[src/rtl/pipe_pkg.sv]
// Shared pipeline-control types and constants for the hazard sequencer.
package pipe_pkg;

  typedef enum logic [0:0] {
    HZ_RUN     = 1'b0,
    HZ_MD_WAIT = 1'b1
  } hz_state_e;

  localparam logic [4:0] REG_ZERO           = 5'd0;
  localparam int         DEFAULT_MD_LATENCY = 4;

endpackage

[src/rtl/hazard_detect.sv]
// Combinational load-use detector: an EX load whose destination feeds an ID source.
module hazard_detect
  import pipe_pkg::*;
(
  input  logic [4:0] id_rs,
  input  logic [4:0] id_rt,
  input  logic       id_uses_rt,
  input  logic [4:0] ex_rd,
  input  logic       ex_mem_read,
  output logic       lu
);

  // r0 is hardwired, so a load into it never produces a real dependency
  assign lu = ex_mem_read && (ex_rd != REG_ZERO) &&
              ((ex_rd == id_rs) || (id_uses_rt && (ex_rd == id_rt)));

endmodule

[src/rtl/pipeline_hazard_ctrl.sv]
// Stall/flush sequencer: load-use stall, taken-branch squash, mul/div freeze,
// plus a saturating count of cycles in which the PC was held.
module pipeline_hazard_ctrl
  import pipe_pkg::*;
#(
  parameter int MD_LATENCY = DEFAULT_MD_LATENCY,
  parameter int CNT_W      = 16
) (
  input  logic             clk,
  input  logic             reset_n,
  input  logic [4:0]       id_rs,
  input  logic [4:0]       id_rt,
  input  logic             id_uses_rt,
  input  logic [4:0]       ex_rd,
  input  logic             ex_mem_read,
  input  logic             ex_branch_taken,
  input  logic             ex_md_start,
  output logic             pc_write,
  output logic             ifid_write,
  output logic             idex_write,
  output logic             ifid_flush,
  output logic             idex_bubble,
  output logic             exmem_bubble,
  output logic             md_busy,
  output logic             md_done,
  output logic [CNT_W-1:0] stall_cycles
);

  hz_state_e  state;
  logic [3:0] cnt;
  logic       lu;

  hazard_detect u_detect (
    .id_rs      (id_rs),
    .id_rt      (id_rt),
    .id_uses_rt (id_uses_rt),
    .ex_rd      (ex_rd),
    .ex_mem_read(ex_mem_read),
    .lu         (lu)
  );

  // Mealy outputs; reset gates them so enables drop the instant reset_n falls
  always_comb begin
    pc_write     = 1'b1;
    ifid_write   = 1'b1;
    idex_write   = 1'b1;
    ifid_flush   = 1'b0;
    idex_bubble  = 1'b0;
    exmem_bubble = 1'b0;
    md_busy      = 1'b0;
    md_done      = 1'b0;
    if (state == HZ_RUN) begin
      if (ex_branch_taken) begin
        ifid_flush  = 1'b1;
        idex_bubble = 1'b1;
      end else if (ex_md_start) begin
        pc_write     = 1'b0;
        ifid_write   = 1'b0;
        idex_write   = 1'b0;
        exmem_bubble = 1'b1;
        md_busy      = 1'b1;
      end else if (lu) begin
        pc_write    = 1'b0;
        ifid_write  = 1'b0;
        idex_bubble = 1'b1;
      end
    end else begin
      pc_write   = 1'b0;
      ifid_write = 1'b0;
      idex_write = 1'b0;
      md_busy    = 1'b1;
      if (cnt == 4'd0) md_done      = 1'b1;
      else             exmem_bubble = 1'b1;
    end
    if (!reset_n) begin
      pc_write     = 1'b0;
      ifid_write   = 1'b0;
      idex_write   = 1'b0;
      ifid_flush   = 1'b0;
      idex_bubble  = 1'b0;
      exmem_bubble = 1'b0;
      md_busy      = 1'b0;
      md_done      = 1'b0;
    end
  end

  always_ff @(posedge clk or negedge reset_n) begin
    if (!reset_n) begin
      state        <= HZ_RUN;
      cnt          <= 4'd0;
      stall_cycles <= '0;
    end else begin
      if (!pc_write && (stall_cycles != {CNT_W{1'b1}}))
        stall_cycles <= stall_cycles + CNT_W'(1);
      case (state)
        HZ_RUN: begin
          // issue cycle counts as the first of MD_LATENCY frozen cycles
          if (!ex_branch_taken && ex_md_start) begin
            state <= HZ_MD_WAIT;
            cnt   <= 4'(MD_LATENCY - 2);
          end
        end
        default: begin
          if (cnt == 4'd0) state <= HZ_RUN;
          else             cnt   <= cnt - 4'd1;
        end
      endcase
    end
  end

endmodule

[config.mk]
export PLATFORM = sky130hd
export DESIGN_NAME = pipeline_hazard_ctrl
export DESIGN_NICKNAME = d
export VERILOG_FILES = /design/src/rtl/pipe_pkg.sv /design/src/rtl/hazard_detect.sv /design/src/rtl/pipeline_hazard_ctrl.sv
export SDC_FILE = /design/constraint.sdc
export NUM_CORES = 1
export LEC_CHECK = 0
export CORE_MARGIN = 8
export CORE_UTILIZATION = 44
export DETAILED_ROUTE_END_ITERATION = 16
export PLACE_DENSITY_LB_ADDON = 0.05
export SLEW_MARGIN = 20
export SYNTH_ARGS = -nofsm -noshare
export SYNTH_HDL_FRONTEND = slang
export SYNTH_SLANG_ARGS = --single-unit
[constraint.sdc]
create_clock -name clk -period 2.9 [get_ports clk]
set_input_delay 0.58 -clock clk [delete_from_list [all_inputs] [get_ports clk]]
set_output_delay 0.58 -clock clk [all_outputs]
set_load 0.01 [all_outputs]
==> results.txt <==
----------------------------------------------------
[GRT]
  Largest net degree at the start of global routing ... 22
  Number of antenna violations at the first check in global routing ... 0
  Overall Global Routing Usage ... 13.3%
  Global-route wire length before repair ... roughly 5500 um
  Remaining global-route overflow ... 0
  Number of global-route vias before repair ... 1,209

[Detailed routing]
  Routed wire length ... around 3200 um
  Number of vias after detailed routing ... 1,172
  Post-DR vias/cell ... 5.45
  Iter 0 DRT Violations ... 59
  Drt drc ... 0
  Wire length per cell after detailed routing ... roughly 15 um
  First-pass DRT Iterations ... 4
  Antenna Violating Nets Remaining ... 0

[Synthesis]
  Post-synthesis sequential element count ... 21
  Adder-cell share of the synthesized area ... between 1.5 and 2%
  Syn_nets ... 151
  Sequential fraction of the synthesis area ... 41.6%
  Fraction of the mapped netlist area in compound gates ... 8.32%
  Combinational family with the most area after synthesis ... simple AND/OR/NAND/NOR gates
  Leading cell types by total area after synthesis ... dfrtp_1, xnor2_1, xor2_1
  Distinct cell type count of the synthesized netlist ... 34
  Post-Syn Instances ... 128
  Proportion of netlist area held by the largest area contributor ... 41.6%
  Simple-gate area share of the yosys netlist ... 24.3%
  Mean post-synth cell area ... roughly 10 um2
  Yosys warning count ... 0
  XOR/XNOR share of the synthesized area ... 17.3%
  Mux contribution to synthesized area ... under 10%
  Cell taking the most area after synthesis ... dfrtp_1
  Post-synthesis instance area ... 0.00126 mm2

[Timing]
  Total count of max-transition violations in the final report ... 0
  Final critical-path setup slack ... roughly 0.14 ns
  Final Hold Fails ... 0
  Total of endpoints with negative setup slack in the final report ... 0
  Slew of the pin with the lowest slew margin ... 0.329 ns
  Min cycle time layout ... 2.76 ns
  Final critical-path share of the clock period ... 95.1%
  Setup skew after layout ... 0.00626 ns
  Maximum operating frequency ... 0.362 GHz
  RSZ-0062 raised after global routing ... false
  Slew Limit Headroom ... 78.0%

[Setup path]
  Buffers plus inverters on the worst setup path ... 3
  Reg2Reg Launch Point ... stall_cycles[4]
  Critical path's top delay family ... buffers and inverters
  Req. time, crit path ... 2.32 ns
  Critical-path maximum fanout ... 2
  Crit path kind ... in -> out
  Arrival time of data at the critical path endpoint ... 2.18 ns
  Start point of the critical path ... id_rt[3]
  List of cells traversed by the critical path ... clkdlybuf4s50_1 > xor2_1 > nor4_2 > a32oi_2 > o311ai_4 > inv_2 > buf_6
  Endpoint kind of the worst setup timing path ... output pin
  Slowest library cell on the worst path ... clkdlybuf4s50_1
  Peak per-stage delay on the critical path ... 0.41 ns
  Startpoint class of the critical path ... input pin

[Die]
  Initial standard-cell utilization of the core ... 46.2%
  Core area ... 0.00273 mm2
  Std cell rows ... 19
  Number of top-level pins ... 45
  Die Area ... 0.00484 mm2
  Height of the die ... 69.6 um
  Die Width ... 69.6 um

[CTS]
  Number of H-tree levels ... 1
  Clock insertion delay at the later pin of the skew report ... approximately 0.31 ns
  CTS clock-pin slew for the worst setup and hold paths ... 0.12 ns
  Buffer levels on the longest clock path ... 2
  Clock tree from TritonCTS ... yes
  Master cell of the clock root buffer ... clkbuf_4
  TritonCTS buffer count ... 3
  # clock sinks ... 21
  Post-CTS setup buffer count ... 0

[Finish]
  Layout-stage area growth over the synthesis result ... 47.5%
  Fraction of final layout cells sized beyond drive strength 1 ... 16.8%
  Count of inserted antenna diode cells ... 0
  Finished Layout Cells ... about 220
  Final layout net count ... 208
  Post-route cell area ... 0.00186 mm2

[Power and ir drop]
  Maximum resistive drop on vdd ... 561 uV
  PD cells ... 638 mW/mm2
  Total Power Consumption ... around 1.2 mW
  Leakage power ... 0.833 nW

[Placement]
  Number of buffer cells added on primary ports ... 44
  Post-Place Cells ... 211
  Placed inst area ... 0.00181 mm2
  Weighted congestion reported at the end of routability-driven placement ... 0.756
  Worst-case setup slack after placement ... -0.362 ns
  Post-DP HPWL ... ~2600 um

[Job]
  Max-cap violation count ... 0

[Min path]
  Hold Path Class ... reg -> reg
  Min-delay src ... stall_cycles[7]

[Run status]
  Result of the run ... finished clean

----------------------------------------------------
routing by layer:
layer	global-route usage, %	part of all wire (%)	up-vias
met1	13.5	40	559
met3	6.15	10	4
li1	-	-	559
met5	0	0	-
met4	4.33	0.95	0
met2	23.4	49	50
final timing paths:
kind | depth (start not counted) | endpoint | slack [ns]
min in group asynchronous | 2 | stall_cycles[2] | 0.67
max | 7 | ifid_write | 0.14
min | 1 | stall_cycles[7] | 0.51
min reg2reg | 1 | stall_cycles[7] | 0.51
max reg2reg | 6 | stall_cycles[1] | 0.80
max in group asynchronous | 2 | stall_cycles[15] | 2.02
what timing repair did:
| action | in CTS | in global routing |
|---|---|---|
| cloned | 0 | 0 |
| setup endpoints to repair | 3 | 3 |
| gates resized for setup | 9 | 14 |
| pin swaps | 4 | 3 |
| hold buffers | 0 | 0 |
report_power, final:
| part | internal, mW | total (mW) | switching (mW) |
|---|---|---|---|
| Combinational | 0.322 | 0.558 | 0.236 |
| Sequential | 0.377 | 0.489 | 0.112 |
| Clock | 0.0515 | 0.143 | 0.0913 |
layout make-up:
| class | instances | area [um2] |
|---|---|---|
| clock inverter | 1 | 5.00 |
| tap | 31 | 38.8 |
| inverter | 6 | 22.5 |
| multi-input combinational | 95 | 704 |
| clock buffer | 3 | 22.5 |
| sequential | 21 | 526 |
| fill | 212 | 870 |
| timing repair buffer | 58 | 546 |
synth_stat cells, drive strengths merged:
cell type   n
nand4b      1
nor2b       2
clkbuf      4
dfrtp      21
nor3b       1
nand2       7
xor2        9
buf         2
nand3      15
or4         1
a21oi       2
a22o        2
nor4        1
nor2        8
inv         6
mux2        2
and4        3
nand4       5
o22a        1
xnor2      16
a21boi      1
ha          2
or3         1
o21ai       3
a21o        1
a32oi       1
o311ai      1
and3        6
nor3        3
stage by stage:
step	utilization (%)	setup TNS [ns]	hold WS [ns]
4_1_cts	68.0	-0.0293	0.508
3_3_place_gp	66.4	-1.01	0.483
2_1_floorplan	-	0	0.284
5_1_grt	68.2	0	0.543
3_5_place_dp	66.4	-1.06	0.485
6_report	68.2	0	0.511
flip-flops by register name, summed over array words and instances (netlist names):
name	count
state	1
stall_cycles	16
cnt	4
cells by family (layout without fill, tap and decap cells):
group / Yosys count / after routing
xor gates and xnor gates: 25 / 25
and+or+nand+nor: 54 / 54
AOI/OAI and AO/OA: 12 / 12
DFF: 21 / 21
adders and majority gates: 2 / 2
buffers and inverters: 12 / 68
muxes: 2 / 2
placed cells by master, fill, tap and decap left out, types with 3 or more instances in the layout:
master,instances
nor2_1,8
and3_1,6
xnor2_1,16
nand4_1,4
buf_4,14
nand3_1,15
clkdlybuf4s50_1,37
dfrtp_1,21
and4_1,3
xor2_1,9
nand2_1,6
inv_1,5
clkbuf_4,3
Note: power is estimated with default switching activity, not from simulation.
